===== src/rtl/sa_result_collector.sv =====
// Deskews the 4x4 systolic array's bottom partial-sum stream into a 4x4 result buffer
// and serves it as 32-bit words. Optional macro SA_RESULT_ACCUM_EN accumulates across captures.
module sa_result_collector #(
    parameter int FIRST_STEP = 4,
    parameter int DATA_W     = 16
) (
    input  logic                Clock,
    input  logic                rst,
    input  logic                data_clear,
    input  logic                start,
    input  logic                shift_en,
    input  logic [4*DATA_W-1:0] ps_bottom_out_flat,
    input  logic                rd_en,
    input  logic [2:0]          rd_addr,
    output logic [2*DATA_W-1:0] rd_data,
    output logic                rd_valid,
    output logic                busy,
    output logic                done,
    output logic                overrun,
    output logic [1:0]          state_dbg
);

    typedef enum logic [1:0] {
        ST_IDLE    = 2'd0,
        ST_CAPTURE = 2'd1,
        ST_DONE    = 2'd2
    } state_t;

    localparam logic [3:0] LAST_STEP = 4'(FIRST_STEP + 6);

    state_t            state;
    logic [3:0]        step;
    logic [DATA_W-1:0] res [4][4];
    logic [DATA_W-1:0] col_sample [4];
    logic [15:0]       wr_hit;

    assign state_dbg = state;

    always_comb begin
        for (int j = 0; j < 4; j++) begin
            col_sample[j] = ps_bottom_out_flat[DATA_W*j +: DATA_W];
        end
    end

    // Anti-diagonal decode: cell (i,j) is at the array bottom when step == FIRST_STEP+i+j.
    always_comb begin
        wr_hit = '0;
        for (int i = 0; i < 4; i++) begin
            for (int j = 0; j < 4; j++) begin
                wr_hit[4*i+j] = (state == ST_CAPTURE) && shift_en &&
                                (step == 4'(FIRST_STEP + i + j));
            end
        end
    end

    always_ff @(posedge Clock or posedge rst) begin
        if (rst) begin
            state   <= ST_IDLE;
            step    <= '0;
            busy    <= 1'b0;
            done    <= 1'b0;
            overrun <= 1'b0;
            for (int i = 0; i < 4; i++) begin
                for (int j = 0; j < 4; j++) begin
                    res[i][j] <= '0;
                end
            end
        end else if (data_clear) begin
            state   <= ST_IDLE;
            step    <= '0;
            busy    <= 1'b0;
            done    <= 1'b0;
            overrun <= 1'b0;
            for (int i = 0; i < 4; i++) begin
                for (int j = 0; j < 4; j++) begin
                    res[i][j] <= '0;
                end
            end
        end else if (start) begin
            state   <= ST_CAPTURE;
            step    <= '0;
            busy    <= 1'b1;
            done    <= 1'b0;
            overrun <= 1'b0;
`ifndef SA_RESULT_ACCUM_EN
            for (int i = 0; i < 4; i++) begin
                for (int j = 0; j < 4; j++) begin
                    res[i][j] <= '0;
                end
            end
`endif
        end else if (shift_en) begin
            case (state)
                ST_CAPTURE: begin
                    for (int i = 0; i < 4; i++) begin
                        for (int j = 0; j < 4; j++) begin
                            if (wr_hit[4*i+j]) begin
`ifdef SA_RESULT_ACCUM_EN
                                res[i][j] <= res[i][j] + col_sample[j];
`else
                                res[i][j] <= col_sample[j];
`endif
                            end
                        end
                    end
                    step <= step + 4'd1;
                    if (step == LAST_STEP) begin
                        state <= ST_DONE;
                        busy  <= 1'b0;
                        done  <= 1'b1;
                    end
                end
                ST_DONE: begin
                    overrun <= 1'b1;
                end
                default: begin
                end
            endcase
        end
    end

    // Read port samples the buffer before this edge's capture write lands.
    always_ff @(posedge Clock or posedge rst) begin
        if (rst) begin
            rd_data  <= '0;
            rd_valid <= 1'b0;
        end else begin
            rd_valid <= rd_en;
            if (rd_en) begin
                if (rd_addr[0]) begin
                    rd_data <= {res[rd_addr[2:1]][3], res[rd_addr[2:1]][2]};
                end else begin
                    rd_data <= {res[rd_addr[2:1]][1], res[rd_addr[2:1]][0]};
                end
            end
        end
    end

endmodule


===== config.mk =====
export PLATFORM = sky130hd
export DESIGN_NAME = sa_result_collector
export DESIGN_NICKNAME = d
export VERILOG_FILES = /design/src/rtl/sa_result_collector.sv
export SDC_FILE = /design/constraint.sdc
export NUM_CORES = 1
export LEC_CHECK = 0
export CORE_MARGIN = 3
export CORE_UTILIZATION = 62
export CTS_CLUSTER_SIZE = 40
export DETAILED_ROUTE_END_ITERATION = 10
export HOLD_SLACK_MARGIN = 0.05
export PLACE_DENSITY_LB_ADDON = 0.2
export SYNTH_ARGS = -nofsm -noshare
export SYNTH_HDL_FRONTEND = slang
export SYNTH_SLANG_ARGS = --single-unit

===== constraint.sdc =====
create_clock -name Clock -period 24.5 [get_ports Clock]
set_input_delay 4.9 -clock Clock [delete_from_list [all_inputs] [get_ports Clock]]
set_output_delay 4.9 -clock Clock [all_outputs]
set_load 0.05 [all_outputs]

==> flow_summary_export.csv <==
group,metric,value,unit
worst_setup_path,crit_top_cell,"buf_4",
worst_setup_path,critical-path-max-stage-delay,1.05,ns
synthesis,synth-edff-count,0,
floorplan,fp-row-count,56,
clock_network,cts_tree,"done",
hold_path,min_from,"overrun",
timing,max_clock_freq,127.8,MHz
clock_network,cts_buffer_depth,3,
synthesis,yosysWarnings,0,
floorplan,io_pins,111,
clock_network,holdBufCountCts,0,
finish,drive_gt1_frac,0.05587,
timing,relSlewSlack,0.2077,
timing,setup_viol,0,
timing,tightest_slew,1.188,ns
run_status,status,"finished, final reports clean",
worst_setup_path,r2r_cells,5,
place,dp_hpwl,24240,um
floorplan,start_util,0.6393,
drt,wire_per_inst,25.01,um
synthesis,ys_top_cells_by_area,"dfrtp_1 (49%), a21oi_1 (8.6%), nand3_1 (6.9%)",
worst_setup_path,r2r_setup_slack,21.23,ns
clock_network,cts_max_level,2,
hold_path,hold_depth,2,
drt,ant_nets,0,
drt,vias,13850,
clock_network,cts_setup_buffers,0,
finish,n_antenna_cell,0,
synthesis,synth_seq_area_share,0.4878,
synthesis,netlist.area_leader.share,0.4878,
drt,dr.pass1.iters,6,
power_and_ir_drop,vdd_drop_max,0.04994,mV
worst_setup_path,required,24.85,ns
power_and_ir_drop,cellPowerDensity,65.05,nW/um^2
synthesis,synthTopCellsByCount,"dfrtp_1 (296), a21oi_1 (262), nand3_1 (209)",
worst_setup_path,timing.critical_path.from,"data_clear",
timing,period_needed,7.828,ns
synthesis,ys.flop_type,"dfrtp_1",
power_and_ir_drop,power.leakage,0.006792,uW
synthesis,synthCells,1603,
floorplan,die_w,162.5,um
worst_setup_path,r2r-start,"step[2]",
global_route,first_global_vias,13910,
worst_setup_path,crit_path_start_kind,"input pin",
worst_setup_path,cp-end-kind,"register",
worst_setup_path,r2r-end,"res[159]",
floorplan,die_h,162.5,um
global_route,antenna_found_initial,0,
global_route,grt_first_pass_wirelength,75820,um
timing,post-route-period-util,0.3195,
drt,drc,0,
power_and_ir_drop,total_power,1107,uW
finish,syn2layout_area_growth,12.01,%
clock_network,root_buffer,"clkbuf_16",
place,place_area,15960,sq um
timing,setup_tns,0,ns
synthesis,synth_top_cell_by_area,"dfrtp_1",
worst_setup_path,crit_family,"buffers and inverters",
hold_path,hold_end,"overrun",
drt,viasPerCell,7.244,
timing,hold_violations,0,
timing,drv_slew,0,
finish,nNetsFinal,1646,
clock_network,clock-sinks,296,
worst_setup_path,crit_type,"in2reg",
timing,skew,0.01270,ns
clock_network,cts_resized,0,
hold_path,hold_path_class,"reg2reg",
worst_setup_path,critPathMaxFanout,109,
worst_setup_path,path_buf_inv,3,
global_route,grtUsageTotal,0.3586,
floorplan,die_area,26410,sq um
global_route,overflow,0,
place,place.port_buffers,110,
drt,drt-total-wl,47820,um
timing,grt_setup_unrepaired,"no",
synthesis,syn_area,15190,sq um
synthesis,syn_nets,1680,
synthesis,yosysMostFrequentCell,"dfrtp_1",
timing,finalHoldWorstSlack,0.5166,ns
run,maxCapViolCount,0,
clock_network,cts_buffers,34,
synthesis,synthArstFlopShare,1.000,
synthesis,synth-seq-cells,296,
clock_network,cts.clk_slew.worst_paths,0.06,ns
worst_setup_path,slowest_stage,"buf_4",
worst_setup_path,path_cells,"clkdlybuf4s50_1, or2_4, buf_4, buf_4, a21oi_1",
synthesis,avgSynthCellArea,9.473,sq um
clock_network,clk_latency,0.52,ns
drt,drtIter0Drc,1960,
floorplan,fp.coreArea,23750,sq um
worst_setup_path,worstPathArrival,8.18,ns
finish,design_area,17010,sq um
synthesis,yosysUniqueCellTypes,31,
place,gp_congestion,0.7892,
global_route,grt_max_degree,145,
-- worst register-to-register path: stages (launching register included) --
cell     delay, ns
dfrtp_1       0.55
nor2b_4       0.69
buf_4         0.68
buf_4         0.81
nand4_1       0.24
a21oi_1       0.22
-- routing by layer --
| layer | global-route usage | wire length (um) | vias up |
|---|---|---|---|
| met5 | 0 | 0 | - |
| met3 | 0.08520 | 5594 | 118 |
| met4 | 0.1148 | 1156 | 0 |
| met1 | 0.5053 | 19090 | 6872 |
| li1 | - | - | 5908 |
| met2 | 0.5550 | 21980 | 952 |
-- registers in the layout, indices dropped and copies added (netlist names) --
register	flops
state_dbg	2
step	4
res	256
rd_data	32
rd_valid	1
overrun	1
-- through the flow --
step / std cells / utilization / setup slack [ns]
floorplan: 1603 / - / 11.42
global placement: 1852 / 0.6717 / 16.27
detailed placement: 1852 / 0.6717 / 16.23
CTS: 1912 / 0.7161 / 16.76
global route: 1912 / 0.7161 / 16.51
finish: 1912 / 0.7161 / 16.67
-- cell type report --
type	count	area, sq um
tap	319	399.1
fill	1784	6743
multi-input combinational	1095	6830
timing repair buffer	135	1285
clock inverter	7	38.79
inverter	7	33.78
sequential	296	7407
clock buffer	53	1016
-- worst max-delay path by stage --
stage               endpoint  slack (ns)  cells after the start
global route         res[16]       16.51                      5
finish              res[234]       16.67                      5
global placement     res[49]       16.27                      5
floorplan            overrun       11.42                      1
detailed placement   res[16]       16.23                      5
CTS                 res[234]       16.76                      5
-- layout by cell type (no fill, tap or decap), types with 2 or more instances in the layout --
| cell type | synthesis | final |
|---|---|---|
| a41o_1 | 32 | 32 |
| a21oi_1 | 262 | 262 |
| nor2b_4 | 0 | 3 |
| ha_1 | 4 | 3 |
| o31ai_1 | 80 | 80 |
| nand2_1 | 4 | 4 |
| nand4b_1 | 2 | 2 |
| inv_1 | 7 | 5 |
| nor2_1 | 3 | 2 |
| clkbuf_1 | 102 | 13 |
| nor2b_1 | 67 | 64 |
| a211o_1 | 32 | 32 |
| or3_1 | 2 | 2 |
| buf_4 | 23 | 25 |
| mux2i_1 | 96 | 96 |
| clkdlybuf4s50_1 | 0 | 108 |
| o21ai_1 | 49 | 49 |
| dfrtp_1 | 296 | 296 |
| nand3_1 | 209 | 209 |
| and4b_2 | 0 | 2 |
| clkbuf_8 | 0 | 3 |
| clkinv_2 | 0 | 6 |
| nand2b_4 | 1 | 2 |
| nand4_1 | 80 | 80 |
| o21ai_0 | 130 | 130 |
| clkbuf_16 | 0 | 37 |
| a22oi_1 | 32 | 32 |
-- power by group --
part | total [uW] | leakage, uW | internal (uW) | switching [uW]
logic | 119 | 0.00218 | 36.4 | 82.2
registers | 500 | 0.00410 | 495 | 5.08
clock network | 488 | 0.000521 | 285 | 202
-- kinds of logic (layout without fill, tap and decap cells) --
kind of cell	after synthesis	count (layout)	synth area share
AOI/OAI and AO/OA	618	618	0.2407
and+or+nand+nor	377	377	0.1396
DFF	296	296	0.4878
buffers and inverters	212	202	0.06542
muxes	96	96	0.06328
adders and majority gates	4	4	0.003296
Note: power is estimated with default switching activity, not from simulation.
